**config.mk**
```make
export PLATFORM = sky130hd
export DESIGN_NAME = pixel_frame_reader
export DESIGN_NICKNAME = d
export VERILOG_FILES = /design/src/rtl/pixel_frame_reader.sv
export SDC_FILE = /design/constraint.sdc
export NUM_CORES = 1
export LEC_CHECK = 0
export BUFFER_PORTS_ARGS = -buffer_cell sky130_fd_sc_hd__buf_2
export CORE_MARGIN = 5
export CORE_UTILIZATION = 40
export DETAILED_ROUTE_END_ITERATION = 8
export HOLD_SLACK_MARGIN = 0.02
export PLACE_DENSITY = 0.64
export SYNTH_ARGS = -nofsm -noshare
export SYNTH_HDL_FRONTEND = slang
export SYNTH_SLANG_ARGS = --single-unit
export TNS_END_PERCENT = 5
```
**constraint.sdc**
```tcl
create_clock -name clock -period 1.8 [get_ports clock]
set_input_delay 0.18 -clock clock [delete_from_list [all_inputs] [get_ports clock]]
set_output_delay 0.18 -clock clock [all_outputs]
set_load 0.05 [all_outputs]
```
**src/rtl/pixel_frame_reader.sv**
```systemverilog
// pixel_frame_reader: streams a 1-bit-per-pixel frame out of a synchronous
// pixel RAM one row at a time. Each row is fetched pixel by pixel into a
// packed row register, then offered to the consumer with a valid/ready
// handshake. Addresses are produced by a running increment only.
module pixel_frame_reader #(
  parameter int IMG_W  = 28,
  parameter int IMG_H  = 28,
  parameter int ADDR_W = 10
) (
  input  logic              clock,
  input  logic              reset_n,
  input  logic              start,
  input  logic              abort,
  output logic [ADDR_W-1:0] rdaddress,
  input  logic              q,
  output logic [IMG_W-1:0]  row_data,
  output logic [4:0]        row_idx,
  output logic              row_valid,
  input  logic              row_ready,
  output logic              busy,
  output logic              done
);

  // Column counter runs 0..IMG_W inclusive: IMG_W address cycles plus one
  // trailing cycle to catch the last pixel out of the RAM pipeline.
  localparam int COL_W = $clog2(IMG_W + 1);

  typedef enum logic [1:0] {
    IDLE  = 2'd0,
    FETCH = 2'd1,
    PUSH  = 2'd2,
    DONE  = 2'd3
  } state_t;

  state_t           state_q, state_d;
  logic [COL_W-1:0] col_q;
  logic             last_row;
  logic             launch;

  assign last_row = (row_idx == 5'(IMG_H - 1));
  // abort has priority over start while idle
  assign launch   = start && !abort;

  // State register
  always_ff @(posedge clock or negedge reset_n) begin
    // NOTE: sequential state uses non-blocking assignments so every register
    // samples pre-edge values regardless of process ordering.
    if (!reset_n) state_q <= IDLE;
    else          state_q <= state_d;
  end

  // Next-state decode
  always_comb begin
    // NOTE: default assigned before the case so no path leaves state_d
    // unassigned, which would otherwise infer a latch.
    state_d = state_q;
    unique case (state_q)
      IDLE:  if (launch) state_d = FETCH;
      FETCH: begin
        if (abort)                          state_d = IDLE;
        else if (col_q == COL_W'(IMG_W))    state_d = PUSH;
      end
      PUSH: begin
        if (abort)          state_d = IDLE;
        else if (row_ready) state_d = last_row ? DONE : FETCH;
      end
      DONE:    state_d = IDLE;
      default: state_d = IDLE;
    endcase
  end

  // Status outputs decode straight from the state register, so reset clears
  // them immediately without waiting for a clock.
  assign row_valid = (state_q == PUSH);
  assign busy      = (state_q != IDLE);
  assign done      = (state_q == DONE);

  // Datapath: address walk, column count, row capture and row index.
  // rdaddress doubles as the row base: it parks on the row's last pixel
  // during PUSH and one increment lands on the next row's first pixel.
  always_ff @(posedge clock or negedge reset_n) begin
    if (!reset_n) begin
      rdaddress <= '0;
      col_q     <= '0;
      row_data  <= '0;
      row_idx   <= '0;
    end else begin
      unique case (state_q)
        IDLE: begin
          if (launch) begin
            rdaddress <= '0;
            col_q     <= '0;
            row_idx   <= '0;
          end
        end
        FETCH: begin
          // RAM data lags the address by one cycle: column c arrives when
          // the counter reads c+1.
          for (int c = 0; c < IMG_W; c++) begin
            if (col_q == COL_W'(c + 1)) row_data[c] <= q;
          end
          if (col_q == COL_W'(IMG_W)) col_q <= '0;
          else                        col_q <= col_q + COL_W'(1);
          // Stop on the row's last pixel so the frame never overruns.
          if (col_q < COL_W'(IMG_W - 1)) rdaddress <= rdaddress + ADDR_W'(1);
        end
        PUSH: begin
          if (!abort && row_ready && !last_row) begin
            row_idx   <= row_idx + 5'd1;
            rdaddress <= rdaddress + ADDR_W'(1);
            col_q     <= '0;
          end
        end
        default: ;
      endcase
    end
  end

endmodule

```
# After elaboration in Yosys (flattened, before gate mapping)
# Index checks and enable logic that the tools add are counted.
[op_classes]
muxes = 17
n_lt_le_gt_ge = 1
add_sub_neg = 3
n_eq_ne = 37
n_reduce_logical = 41
[ops]
columns = ["cell", "n"]
rows = [
  ["$eq 5x5->1 const B", 14],
  ["$reduce_and 2->1", 28],
  ["$eq 5x4->1 const B", 8],
  ["$mux 10", 3],
  ["$pmux 10 s3", 1],
  ["$eq 5x3->1 const B", 4],
  ["$mux 5", 4],
  ["$pmux 5 s3", 1],
  ["$mux 2", 6],
  ["$add 10x1->10 const B", 1],
  ["$add 5x1->5 const B", 2],
  ["$eq 5x2->1 const B", 2],
  ["$pmux 5 s2", 1],
  ["$reduce_and 3->1", 3],
  ["$pmux 2 s4", 1],
  ["$eq 5x1->1 const B", 1],
  ["$lt 5x5->1 const B", 1],
  ["$eq 2x2->1 const B", 2],
  ["$ne 2x2->1 const B", 2],
  ["$reduce_and 4->1", 1],
  ["$reduce_bool 2->1", 2],
  ["$logic_and 1x1->1", 3],
  ["$ne 3x2->1 const B", 1],
  ["$ne 3x3->1 const B", 1],
  ["other kinds (5)", 6],
]
[totals]
out_inout_bits = 46
word_cells = 131
register_bits = 50

# Depth between registers and ports, before layout
[depth]
word_depth = 5
ltp_mapped = 7
ltp_nobuf = 6

# Least setup slack after synthesis
# OpenSTA, ideal clock, no wires.
[synth_path]
path_kind = "register -> register"
from = "register row_idx[0]"
to = "register col_q[4]"
slack_ps = -232
setup_time_ps = 125
arrival_time_ps = 1907
stages_incl_launch_ff = 7
n_path_buf = 1
required_ps = 1675
cell_sequence = "dfrtp_1 ha_1 and4b_4 o21ai_4 and2_1 buf_6 mux2_4"
[synth_via]
elab_chain_cells = 5
[synth_lines]
columns = ["element", "line_no", "text"]
rows = [
  ["start, declared", "17", "output logic [4:0] row_idx,"],
  ["start signal, assigned", "109", "row_idx <= row_idx + 5'd1;"],
  ["$eq 5x5->1", "40", "assign last_row = (row_idx == 5'(IMG_H - 1));"],
  ["$logic_not 1->1", "108", "if (!abort && row_ready && !last_row) begin"],
  ["$logic_and 1x1->1", "108", ""],
  ["$ne 2x1->1 (no line)", "--", ""],
  ["$reduce_and 3->1 (no line)", "--", ""],
  ["end signal, assigned", "103", "else col_q <= col_q + COL_W'(1);"],
  ["end, declared", "36", "logic [COL_W-1:0] col_q;"],
]
# No other way between the ends.
# A chain may end at the register's enable or synchronous reset.

# Final worst setup path
[layout_path]
from = "register state_q[0]"
to = "register rdaddress[9]"
[layout_via]
elab_chain_cells = 3
[layout_lines]
columns = ["element", "line_no", "text"]
rows = [
  ["start, declared", "35", "state_t state_q, state_d;"],
  ["start signal, assigned", "49", "else state_q <= state_d;"],
  ["$eq 2x1->1, or another cell as far along", "88", "unique case (state_q)"],
  ["$ne 2x2->1 (no line), or another cell as far along", "--", ""],
  ["$reduce_and 4->1 (no line)", "--", ""],
  ["end signal, assigned", "105", "if (col_q < COL_W'(IMG_W - 1)) rdaddress <= rdaddress + ADDR_W'(1);"],
  ["end signal, assigned", "110", "rdaddress <= rdaddress + ADDR_W'(1);"],
  ["end, declared", "14", "output logic [ADDR_W-1:0] rdaddress,"],
]
# Several ways; a longest one is shown, not always the timed one.

==> flow_metrics.py <==
metrics = {
    "synthesis": {
        "synth_nets": 283,
        "synthesis.area_um2": 2780,
        "synth_edf_count": 0,
        "ys_types": 48,
        "yosysSeqAreaShare_pct": 45.0,
        "ys.flop_type": "dfrtp_1",
        "ys.warnings.count": 0,
        "synthArstFlopShare_pct": 100,
        "synth_cells": 265,
        "ys_seq_elements": 50,
        "avgSynthCellArea_um2": 10.5,
    },
    "power": {
        "power_per_cell_area_nw_per_um2": 1240,
        "ir_worst_vdd_uv": 703,
        "p_leak_nw": 1.69,
    },
    "setup_path": {
        "path_cells": "ha_2 > and3_4 > a221oi_4 > a21boi_1 > or3_1",
        "crit_arrival_ns": 1.92,
        "crit_type": "register to register",
        "critical_path.top_delay_family": "simple AND/OR/NAND/NOR gates",
        "start_kind": "register",
        "cp_num_buf_inv": 0,
        "crit_fanout": 6,
        "cpMaxStageDelayCell": "dfrtp_1",
        "slowest_delay_ns": 0.41,
        "end_kind": "register",
        "required_ns": 2.00,
    },
    "clock_network": {
        "cts_tree": "yes",
        "clk_pin_slew_ns": 0.09,
        "htree_num_levels": 2,
        "root_buffer": "clkbuf_8",
        "cts_made_buffers": 5,
        "clkLatencyLatePin_ns": 0.31,
        "cts_max_path_buffers": 2,
        "clkSinkCount": 50,
    },
    "global_routing": {
        "grt_max_degree": 29,
        "grt_pass1_vias": 2167,
        "grt_usage_pct": 15.1,
        "antenna_found_initial": 0,
        "globalRoute.totalOverflow": 0,
        "grt_pass1_wl_mm": 10.6,
    },
    "sta": {
        "hold_violations": 0,
        "post-route-min-period_ns": 1.72,
        "worstMarginPinSlew_ns": 0.439,
        "setup_viol": 0,
        "rsz0062_at_grt": "true",
        "clock_skew_ns": 0.00298,
        "drv_slew": 0,
        "relSlewSlack_pct": 70.7,
        "period_share_pct": 95.6,
        "max_freq_mhz": 581,
        "fin_ws_ns": 0.0794,
    },
    "detailed_routing": {
        "antenna_left": 0,
        "drc": 0,
        "firstDrtPassIters": 4,
        "dr_total_vias": 2184,
        "viasPerCell": 5.09,
        "initialDrtViolationCount": 59,
        "wl_per_cell_um": 14.3,
        "finalWirelength_mm": 6.14,
    },
    "final_layout": {
        "fin_nets": 350,
        "drive_above_1_share_pct": 40.2,
        "diodes": 0,
        "nFillCells": 647,
        "area_growth_pct": 22.4,
        "design_area_um2": 3400,
    },
    "floorplanning": {
        "num_rows": 30,
        "initial_core_util_pct": 40.9,
        "ios": 52,
        "core_um2": 6790,
        "die_h_um": 93.4,
        "die_w_um": 93.4,
        "dieArea_um2": 8720,
    },
    "worst_hold_path": {
        "hp-class": "input port to register",
    },
    "place": {
        "io_buffers": 51,
        "preCtsSetupSlack_ns": 0.00865,
        "place.gp.congestion": 0.774,
        "placed_area_um2": 3270,
        "hpwl_mm": 4.48,
    },
    "outcome": {
        "status": "completed",
    },
    "flow_run": {
        "drv_cap": 0,
    },
}
## worst reg2reg max path: cells and delay by family (launching register included)
kind | cells | cell delay (ns)
AO/OA/AOI/OAI | 2 | 0.45
adder cells (fa/ha/maj) | 1 | 0.21
flip-flops | 1 | 0.41
AND/OR/NAND/NOR | 2 | 0.54
## through the flow
step,hold slack (ns),utilization (%),total power [mW],TNS [ns],std cells
2_1_floorplan,-0.116,-,2.87,-0.119,265
3_3_place_gp,0.142,48.1,3.40,0,419
3_5_place_dp,0.148,48.1,3.41,0,419
4_1_cts,0.280,49.9,4.23,0,428
5_1_grt,0.278,50.1,4.50,-0.0146,429
6_report,0.256,50.1,4.23,0,429
## cell families after synthesis
group | after synthesis | share of synthesized area (%)
flops | 50 | 45.0
fa+ha+maj | 12 | 5.40
simple gates | 107 | 20.1
buf+inv | 23 | 4.32
mux | 33 | 13.4
compound gates | 40 | 11.9
## layout make-up
type / count / area, um2 / area share [%]
tap: 96 / 120 / 3.53
multi-input combinational: 192 / 1450 / 42.6
clock buffer: 6 / 72.6 / 2.13
timing repair buffer: 74 / 430 / 12.6
clock inverter: 2 / 37.5 / 1.10
inverter: 9 / 37.5 / 1.10
sequential: 50 / 1250 / 36.9
## registers in the layout, summed over array words and instances (netlist names)
name       flops
col_q          5
rdaddress     10
row_data      28
row_idx        5
state_q        2
## cell usage in the layout, fill, tap and decap left out, types with 2 or more instances in the layout
master | Yosys | final
buf_2 | 0 | 51
dfrtp_1 | 50 | 47
nor2_1 | 31 | 31
mux2_2 | 29 | 29
buf_4 | 1 | 22
nand3_1 | 19 | 19
nand2_1 | 18 | 18
inv_1 | 9 | 8
ha_1 | 12 | 8
nand2b_1 | 6 | 6
o21ai_0 | 5 | 5
o2bb2ai_1 | 5 | 5
nor2b_1 | 5 | 5
clkbuf_8 | 0 | 5
nand4_1 | 4 | 4
and4_1 | 4 | 4
a21oi_1 | 6 | 4
and3_1 | 3 | 3
a21bo_2 | 3 | 3
or3_1 | 3 | 3
mux2i_1 | 3 | 3
or2_2 | 3 | 3
dfrtp_2 | 0 | 3
clkinvlp_4 | 0 | 2
a22o_1 | 2 | 2
a21oi_2 | 0 | 2
and2_1 | 2 | 2
nor3_1 | 2 | 2
o211ai_1 | 2 | 2
a32o_1 | 2 | 2
o21bai_1 | 3 | 2
o31ai_1 | 2 | 2
ha_4 | 0 | 2
ha_2 | 0 | 2
## cells in the mapped netlist, types with 4 or more instances
master,count,area share [%]
dfrtp_1,50,45
o2bb2ai_1,5,1.6
nand4_1,4,0.90
clkbuf_1,8,1.1
buf_6,4,1.6
nand2b_1,6,1.3
nand3_1,19,3.4
nand2_1,18,2.4
ha_1,12,5.4
mux2_2,29,12
nor2_1,31,4.2
o21ai_0,5,0.90
inv_1,9,1.2
nor2b_1,5,1.1
and4_1,4,1.3
a21oi_1,6,1.1
## layer usage
layer,vias to the layer above,wire length (um),GRT usage (%)
met5,-,0,0
met4,0,91,4.76
met3,12,236,2.74
met2,37,2960,23.8
met1,1070,2860,20.9
li1,1065,-,-
## path summary, 6_finish.rpt
| path | slack [ns] | start | to | cells past startpoint |
|---|---|---|---|---|
| min in group asynchronous | 0.33 | reset_n | rdaddress[8] | 2 |
| hold reg to reg | 0.51 | row_data[3] | row_data[3] | 1 |
| setup reg to reg | 0.08 | state_q[0] | rdaddress[9] | 5 |
| setup / recovery | 0.08 | state_q[0] | rdaddress[9] | 5 |
| hold / removal | 0.26 | abort | state_q[0] | 3 |
| max in group asynchronous | 0.84 | reset_n | row_data[5] | 3 |
## power by group
part	internal [mW]	leakage, nW	switching, mW
Clock	0.415	0.0514	0.395
Combinational	0.780	0.961	1.24
Sequential	1.27	0.677	0.130
## what timing repair did
action / in CTS / in global routing
endpoints found under the setup margin: 0 / 14
resized for setup: 0 / 3
endpoints found under the hold margin: 16 / 0
setup buffers: 0 / 1
hold buffers: 1 / 0
No activity file was read; power rests on OpenSTA's default activity.
